===== src/rtl/fetch_stage.sv =====
// Instruction-fetch stage: issues imem reads at the current PC, fills the IF/ID register,
// and parks a completed fetch in a one-entry skid buffer while decode is stalled.
module fetch_stage #(
    parameter logic [31:0] NOP_INSTR = 32'h0000_0000,
    parameter int unsigned CNT_W     = 32
) (
    input  logic             CLK,
    input  logic             RST,
    input  logic [31:0]      imemaddr,
    input  logic [31:0]      pc_plus_4,
    output logic             imemREN,
    input  logic             ihit,
    input  logic [31:0]      imemload,
    output logic             pc_en,
    input  logic             stall,
    input  logic             flush,
    output logic [31:0]      ifid_instr,
    output logic [31:0]      ifid_pc4,
    output logic             ifid_valid,
    output logic [CNT_W-1:0] fetch_cnt
);

    typedef enum logic [0:0] {
        REQ  = 1'b0,
        HOLD = 1'b1
    } state_e;

    state_e             state_q, state_d;
    logic [31:0]        instr_q, instr_d;
    logic [31:0]        pc4_q, pc4_d;
    logic               valid_q, valid_d;
    logic [CNT_W-1:0]   cnt_q, cnt_d;
    logic [31:0]        skid_instr_q, skid_instr_d;
    logic [31:0]        skid_pc4_q, skid_pc4_d;

    // The address goes straight from the PC to imem; this stage only owns the handshake.
    logic addr_unused;
    assign addr_unused = ^imemaddr;

    // Next-state, IF/ID/skid updates and request/PC-enable handshake.
    always_comb begin
        state_d      = state_q;
        instr_d      = instr_q;
        pc4_d        = pc4_q;
        valid_d      = valid_q;
        cnt_d        = cnt_q;
        skid_instr_d = skid_instr_q;
        skid_pc4_d   = skid_pc4_q;
        imemREN      = 1'b0;
        pc_en        = 1'b0;

        if (!RST) begin
            case (state_q)
                REQ: begin
                    imemREN = 1'b1;
                    pc_en   = ihit;
                    if (flush) begin
                        instr_d = NOP_INSTR;
                        pc4_d   = 32'h0;
                        valid_d = 1'b0;
                    end else if (ihit && !stall) begin
                        instr_d = imemload;
                        pc4_d   = pc_plus_4;
                        valid_d = 1'b1;
                        cnt_d   = cnt_q + CNT_W'(1);
                    end else if (ihit) begin
                        skid_instr_d = imemload;
                        skid_pc4_d   = pc_plus_4;
                        state_d      = HOLD;
                    end else if (!stall) begin
                        valid_d = 1'b0;
                    end
                end
                HOLD: begin
                    // Skid is full here; ihit is ignored until it drains or is squashed.
                    if (flush) begin
                        instr_d = NOP_INSTR;
                        pc4_d   = 32'h0;
                        valid_d = 1'b0;
                        pc_en   = 1'b1;
                        state_d = REQ;
                    end else if (!stall) begin
                        instr_d = skid_instr_q;
                        pc4_d   = skid_pc4_q;
                        valid_d = 1'b1;
                        cnt_d   = cnt_q + CNT_W'(1);
                        state_d = REQ;
                    end
                end
                default: state_d = REQ;
            endcase
        end
    end

    // State register with synchronous reset.
    always_ff @(posedge CLK) begin
        if (RST) begin
            state_q      <= REQ;
            instr_q      <= NOP_INSTR;
            pc4_q        <= 32'h0;
            valid_q      <= 1'b0;
            cnt_q        <= '0;
            skid_instr_q <= 32'h0;
            skid_pc4_q   <= 32'h0;
        end else begin
            state_q      <= state_d;
            instr_q      <= instr_d;
            pc4_q        <= pc4_d;
            valid_q      <= valid_d;
            cnt_q        <= cnt_d;
            skid_instr_q <= skid_instr_d;
            skid_pc4_q   <= skid_pc4_d;
        end
    end

    assign ifid_instr = instr_q;
    assign ifid_pc4   = pc4_q;
    assign ifid_valid = valid_q;
    assign fetch_cnt  = cnt_q;

endmodule


===== config.mk =====
export PLATFORM = sky130hd
export DESIGN_NAME = fetch_stage
export DESIGN_NICKNAME = d
export VERILOG_FILES = /design/src/rtl/fetch_stage.sv
export SDC_FILE = /design/constraint.sdc
export NUM_CORES = 1
export LEC_CHECK = 0
export ABC_CLOCK_PERIOD_IN_PS = 2500
export CELL_PAD_IN_SITES_DETAIL_PLACEMENT = 0
export CELL_PAD_IN_SITES_GLOBAL_PLACEMENT = 2
export CORE_MARGIN = 5
export CORE_UTILIZATION = 27
export CTS_CLUSTER_DIAMETER = 200
export DETAILED_ROUTE_END_ITERATION = 10
export PLACE_DENSITY = 0.85
export SKIP_LAST_GASP = 1
export SYNTH_ARGS = -nofsm -noshare
export SYNTH_HDL_FRONTEND = slang
export SYNTH_SLANG_ARGS = --single-unit

===== constraint.sdc =====
create_clock -name CLK -period 2.5 [get_ports CLK]
set_clock_uncertainty 0.05 [all_clocks]
set_input_delay 0.25 -clock CLK [delete_from_list [all_inputs] [get_ports CLK]]
set_output_delay 0.25 -clock CLK [all_outputs]
set_load 0.01 [all_outputs]

==> flow_metrics.tcl, run 1 <==
set metrics [dict create \
    clock_latency_ps 410 \
    dieArea_um2 28300 \
    gr-total-overflow 0 \
    dp_hpwl_um 12900 \
    cts_made_buffers 17 \
    routedWlPerCell_um 15.9 \
    cts-resized-gates 0 \
    fin_crit_ps 2170 \
    start_util_pct 27.1 \
    fin_ws_ps 326 \
    io-pin-count 200 \
    crit_path_end_kind "flip-flop" \
    grt_pass1_wl_um 32500 \
    vias_per_cell 4.73 \
    vias 6007 \
    cp.arrival_ps 2430 \
    antenna_left 0 \
    synth_fa_ha_area_share_pct 0.185 \
    rrSetupSlack_ps 330 \
    core_region_area_um2 25000 \
    num_rows 58 \
    fmax_mhz 460 \
    crit_type "reg -> reg" \
    synth-simple-area-share_pct 19.8 \
    cts_sinks 162 \
    grt_max_degree 65 \
    worst_pin_slew_ps 879 \
    r2r.worst_path.cells 5 \
    area_delta_synth_final_pct 41.4 \
    num_antenna_cells 0 \
    hold_path_class "in -> reg" \
    required_ps 2760 \
    ys_ff_latch 162 \
    slew_viol_final 0 \
    slew_headroom_pct 41.4 \
    pwr-share-seq_pct 44.0 \
    cts_setup_buffers 0 \
    die_y_um 168 \
    syn_inst 775 \
    fin_setup_tns_ps 0 \
    drive_gt1_share_pct 15.1 \
    synthMuxAreaShare_pct 12.3 \
    gp_congestion 0.733 \
    synth_area_um2 6770 \
    synth_compound_area_share_pct 15.2 \
    die_w_um 168 \
    dr.pass1.iters 6 \
    yosysSeqAreaShare_pct 47.9 \
    synth_top_family_by_area "simple AND/OR/NAND/NOR gates" \
    hold_violations 0 \
    clkPwrFrac_pct 47.1 \
    synth_warnings 0 \
    drcViolationCount 0 \
    avgSynthCellArea_um2 8.74 \
    num-fill-cells 2560 \
    htreeDepth 4 \
    holdPathStages 2 \
    cts_tree "built" \
    grt_setup_unrepaired "false" \
    p_sw_w 0.00152 \
    io_buffers 167 \
    grt_pass1_vias 5876 \
    setup_viol 0 \
    comb_power_share_pct 8.9 \
    ctsHoldBuffers 0 \
    switching_share_pct 25.0 \
    track_usage_pct 14.1 \
    ir_drop_v 0.000408 \
    crit_fanout 9 \
    yosysUniqueCellTypes 29 \
    power_w 0.00607 \
    clock_path_buffers 2 \
    synth_nets 877 \
    layout.nets 1030 \
    path_clk_slew_ps 70 \
    fin_hold_ws_ps 170 \
    powerDensity_nw_per_um2 634 \
    drt_iter0_drc 361 \
    clockRootBuffer "clkbuf_16" \
    finalCritPeriodShare_pct 87.0 \
    p_leak_nw 3.25 \
    status "complete, no violations" \
    antenna_found_initial 0 \
    wl_um 20200 \
    yosys.area_share.xor_xnor_pct 0.776 \
    drv_cap 0 \
    p_int_w 0.00455 \
    place_ws_ps 61.8 \
    critPathLaunchType "flip-flop" \
]
[synthesized netlist by cell type]
master / instances / area (um2)
a21oi_1: 82 / 410
a22oi_1: 64 / 480
and2_1: 1 / 6.26
and3_1: 3 / 18.8
and4_1: 6 / 52.6
buf_1: 1 / 3.75
buf_2: 1 / 5.00
buf_4: 1 / 7.51
clkbuf_1: 58 / 218
dfxtp_1: 162 / 3240
ha_1: 1 / 12.5
inv_1: 5 / 18.8
mux2_2: 74 / 833
nand2_1: 141 / 529
nand2b_1: 3 / 18.8
nand3_1: 8 / 40.0
nand4_1: 11 / 68.8
nor2_1: 86 / 323
nor2b_1: 11 / 68.8
nor3_1: 1 / 5.00
nor4_1: 13 / 81.3
o21ai_0: 4 / 20.0
o21ba_2: 1 / 10.0
o21bai_4: 1 / 18.8
o31ai_1: 10 / 75.1
o41ai_1: 2 / 17.5
or3_1: 3 / 18.8
or4_1: 15 / 113
xnor2_1: 6 / 52.6
[cell usage in the layout, fill, tap and decap left out, types with 6 or more instances in the layout]
| cell | Yosys | layout |
|---|---|---|
| nand3_1 | 8 | 8 |
| nor4_1 | 13 | 13 |
| nand2_1 | 141 | 141 |
| buf_4 | 1 | 22 |
| or4_1 | 15 | 15 |
| buf_12 | 0 | 6 |
| mux2_2 | 74 | 74 |
| nor2_1 | 86 | 83 |
| a21oi_1 | 82 | 82 |
| nand4_1 | 11 | 11 |
| a22oi_1 | 64 | 64 |
| clkbuf_16 | 0 | 17 |
| o31ai_1 | 10 | 10 |
| dfxtp_1 | 162 | 161 |
| xnor2_1 | 6 | 6 |
| nor2b_1 | 11 | 11 |
| and4_1 | 6 | 6 |
| clkdlybuf4s50_1 | 0 | 166 |
[final cells by class]
type	count	area (um2)	share of cell area, %
timing repair buffer	195	1960	20.4
clock inverter	15	214	2.23
clock buffer	17	425	4.44
tap	330	413	4.31
inverter	5	18.8	0.196
sequential	162	3250	33.9
multi-input combinational	547	3300	34.5
[power groups by stage]
stage / logic (W) / clock network, W / registers, W
floorplan: 0.000252 / 0 / 0.00274
global placement: 0.000549 / 0 / 0.00273
detailed placement: 0.000551 / 0 / 0.00273
CTS: 0.000554 / 0.00295 / 0.00267
global route: 0.000596 / 0.00306 / 0.00268
finish: 0.000541 / 0.00286 / 0.00267
[critical path, stage by stage, from the launching register on]
cell and delay [ps]:
dfxtp_1 400, ha_1 250, nand2_1 60, or4_1 580, nor4_1 360, mux2_2 370
[per-stage QoR]
| stage | util (%) | cells | area, um2 |
|---|---|---|---|
| floorplan | - | 775 | 6770 |
| global placement | 35.8 | 1239 | 8940 |
| detailed placement | 35.8 | 1239 | 8940 |
| CTS | 38.4 | 1271 | 9580 |
| global route | 38.4 | 1271 | 9580 |
| finish | 38.4 | 1271 | 9580 |
[sequential cells by signal (all words and copies together), names as in the netlist]
signal and flops:
fetch_cnt 32, ifid_instr 32, ifid_pc4 32, skid_instr_q 32, skid_pc4_q 32, ifid_valid 1
state_q 1
[layer usage]
layer	up-vias	share of wire, %	track usage (%)
met2	117	46	22.4
met1	2840	47	18.8
met4	0	0.75	2.86
met3	11	6.2	4.93
li1	3039	-	-
met5	-	0	0
[worst paths after layout]
kind,startpoint,endpoint
setup / recovery,fetch_cnt[0],fetch_cnt[30]
hold reg to reg,skid_instr_q[28],skid_instr_q[28]
hold / removal,RST,fetch_cnt[15]
setup reg to reg,fetch_cnt[0],fetch_cnt[30]
[cell families after synthesis]
kind of cell,after synthesis
and+or+nand+nor,302
adders and majority gates,1
xor gates and xnor gates,6
DFF,162
muxes,74
AOI/OAI and AO/OA,164
buffers and inverters,66
(Power assumes the default switching activity.)
==> run 2: changes to the inputs <==
--- a/config.mk
+++ b/config.mk
@@ -12,7 +12,7 @@
 export CORE_UTILIZATION = 27
 export CTS_CLUSTER_DIAMETER = 200
 export DETAILED_ROUTE_END_ITERATION = 10
-export PLACE_DENSITY = 0.85
+export PLACE_DENSITY_LB_ADDON = 0.1
 export SKIP_LAST_GASP = 1
 export SYNTH_ARGS = -nofsm -noshare
 export SYNTH_HDL_FRONTEND = slang
==> run 2 against run 1 <==
Setup slack worse by 200 ps; cell count is 0.63% lower; combinational power is 0.9% lower.
==> flow_metrics.tcl, run 2 (same netlist as run 1, synthesis figures left out) <==
set metrics [dict create \
    grt_max_degree 72 \
    fmax_mhz 421 \
    antenna_left 0 \
    cts_made_buffers 17 \
    critPathLaunchType "flip-flop" \
    powerDensity_nw_per_um2 615 \
    dieArea_um2 28300 \
    path_clk_slew_ps 70 \
    status "complete, no violations" \
    htreeDepth 4 \
    dr.pass1.iters 5 \
    io_buffers 167 \
    cp.arrival_ps 2070 \
    multi_input_area_um2 3300 \
    num_rows 58 \
    io-pin-count 200 \
    clock_latency_ps 420 \
    p_sw_w 0.00147 \
    reg2reg_from "fetch_cnt[0]" \
    num_antenna_cells 0 \
    required_ps 2200 \
    grt_pass1_vias 6126 \
    crit_fanout 34 \
    clockRootBuffer "clkbuf_16" \
    clkPwrFrac_pct 44.6 \
    dp_hpwl_um 13300 \
    fin_setup_tns_ps 0 \
    die_y_um 168 \
    slew_viol_final 0 \
    dp_cells 1232 \
    hold_path_class "in -> reg" \
    place_ws_ps 55.7 \
    p_int_w 0.00432 \
    layout.nets 1023 \
    drt_iter0_drc 305 \
    regArea_um2 3250 \
    track_usage_pct 14.5 \
    grt_pass1_wl_um 33400 \
    vias 6148 \
    gr-total-overflow 0 \
    fin_crit_ps 2370 \
    worst_pin_slew_ps 788 \
    crit_type "reg -> out" \
    grt_setup_unrepaired "false" \
    fin_util_pct 37.7 \
    finalCritPeriodShare_pct 94.9 \
    finalNonFillerCells 1263 \
    start_util_pct 27.1 \
    antenna_found_initial 0 \
    wl_um 21000 \
    hold_violations 0 \
    crit_start "state_q" \
    hp-start "RST" \
    fin_ws_ps 127 \
    drcViolationCount 0 \
    routedWlPerCell_um 16.6 \
    p_leak_nw 3.17 \
    final_common_cell "clkdlybuf4s50_1" \
    pwr-share-seq_pct 46.2 \
    final_cell_mix "166 x clkdlybuf4s50_1, 161 x dfxtp_1, 141 x nand2_1" \
    switching_share_pct 25.4 \
    ctsHoldBuffers 0 \
    cts_sinks 162 \
    area_delta_synth_final_pct 39.1 \
    slew_headroom_pct 47.5 \
    core_region_area_um2 25000 \
    clock_path_buffers 2 \
    die_w_um 168 \
    fin_hold_ws_ps 164 \
    drv_cap 0 \
    ir_drop_v 0.000358 \
    crit_path_end_kind "primary output" \
    comb_power_share_pct 9.3 \
    drive_gt1_share_pct 14.3 \
    num-fill-cells 2536 \
    vias_per_cell 4.87 \
    setup_viol 0 \
    cts_tree "built" \
    gp_congestion 0.781 \
]
-- run 2: path summary, 6_finish.rpt --
kind,to,slack (ps),cells after the start
worst min-delay path,fetch_cnt[16],160,2
worst min register to register,skid_pc4_q[0],400,2
worst max-delay path,pc_en,130,4
worst max register to register,fetch_cnt[30],250,5
-- run 2: per-stage QoR --
step | power [W] | instance area [um2]
after global placement | 0.00327 | 8840
after CTS | 0.00589 | 9420
after global routing | 0.00605 | 9420
final | 0.00579 | 9420
after floorplan | 0.00299 | 6770
after detailed placement | 0.00328 | 8840
-- run 2: what timing repair did --
item                       4_1_cts  5_1_grt
setup endpoints to repair        1        0
setup buffers                    0        0
gates resized for setup          1        0
-- run 2: critical path: stages, from the launching register on --
cell and delay [ps]:
dfxtp_4 390, buf_6 330, nand2_1 90, a21oi_1 260
clkdlybuf4s50_1 590
-- run 2: power groups by stage --
| stage | combinational [W] | clock [W] | sequential [W] |
|---|---|---|---|
| global route | 0.000585 | 0.00279 | 0.00268 |
| finish | 0.000536 | 0.00258 | 0.00267 |
| global placement | 0.000535 | 0 | 0.00273 |
| floorplan | 0.000252 | 0 | 0.00274 |
| CTS | 0.000546 | 0.00267 | 0.00267 |
| detailed placement | 0.000543 | 0 | 0.00273 |
-- run 2: layer usage --
| layer | vias up | wire length [um] | global-route usage, % |
|---|---|---|---|
| li1 | 3031 | - | - |
| met1 | 2942 | 9560 | 18.5 |
| met2 | 157 | 10000 | 24.3 |
| met3 | 18 | 1130 | 3.71 |
| met4 | 0 | 278 | 3.92 |
| met5 | - | 0 | 0 |
-- run 2: layout make-up --
type,instances,area share (%)
clock buffers,18,4.56
clock inverters,13,1.50
inverters,5,0.199
multi-input cells,547,35.0
flip-flops and latches,162,34.5
well taps,330,4.38
repair buffers,188,19.8
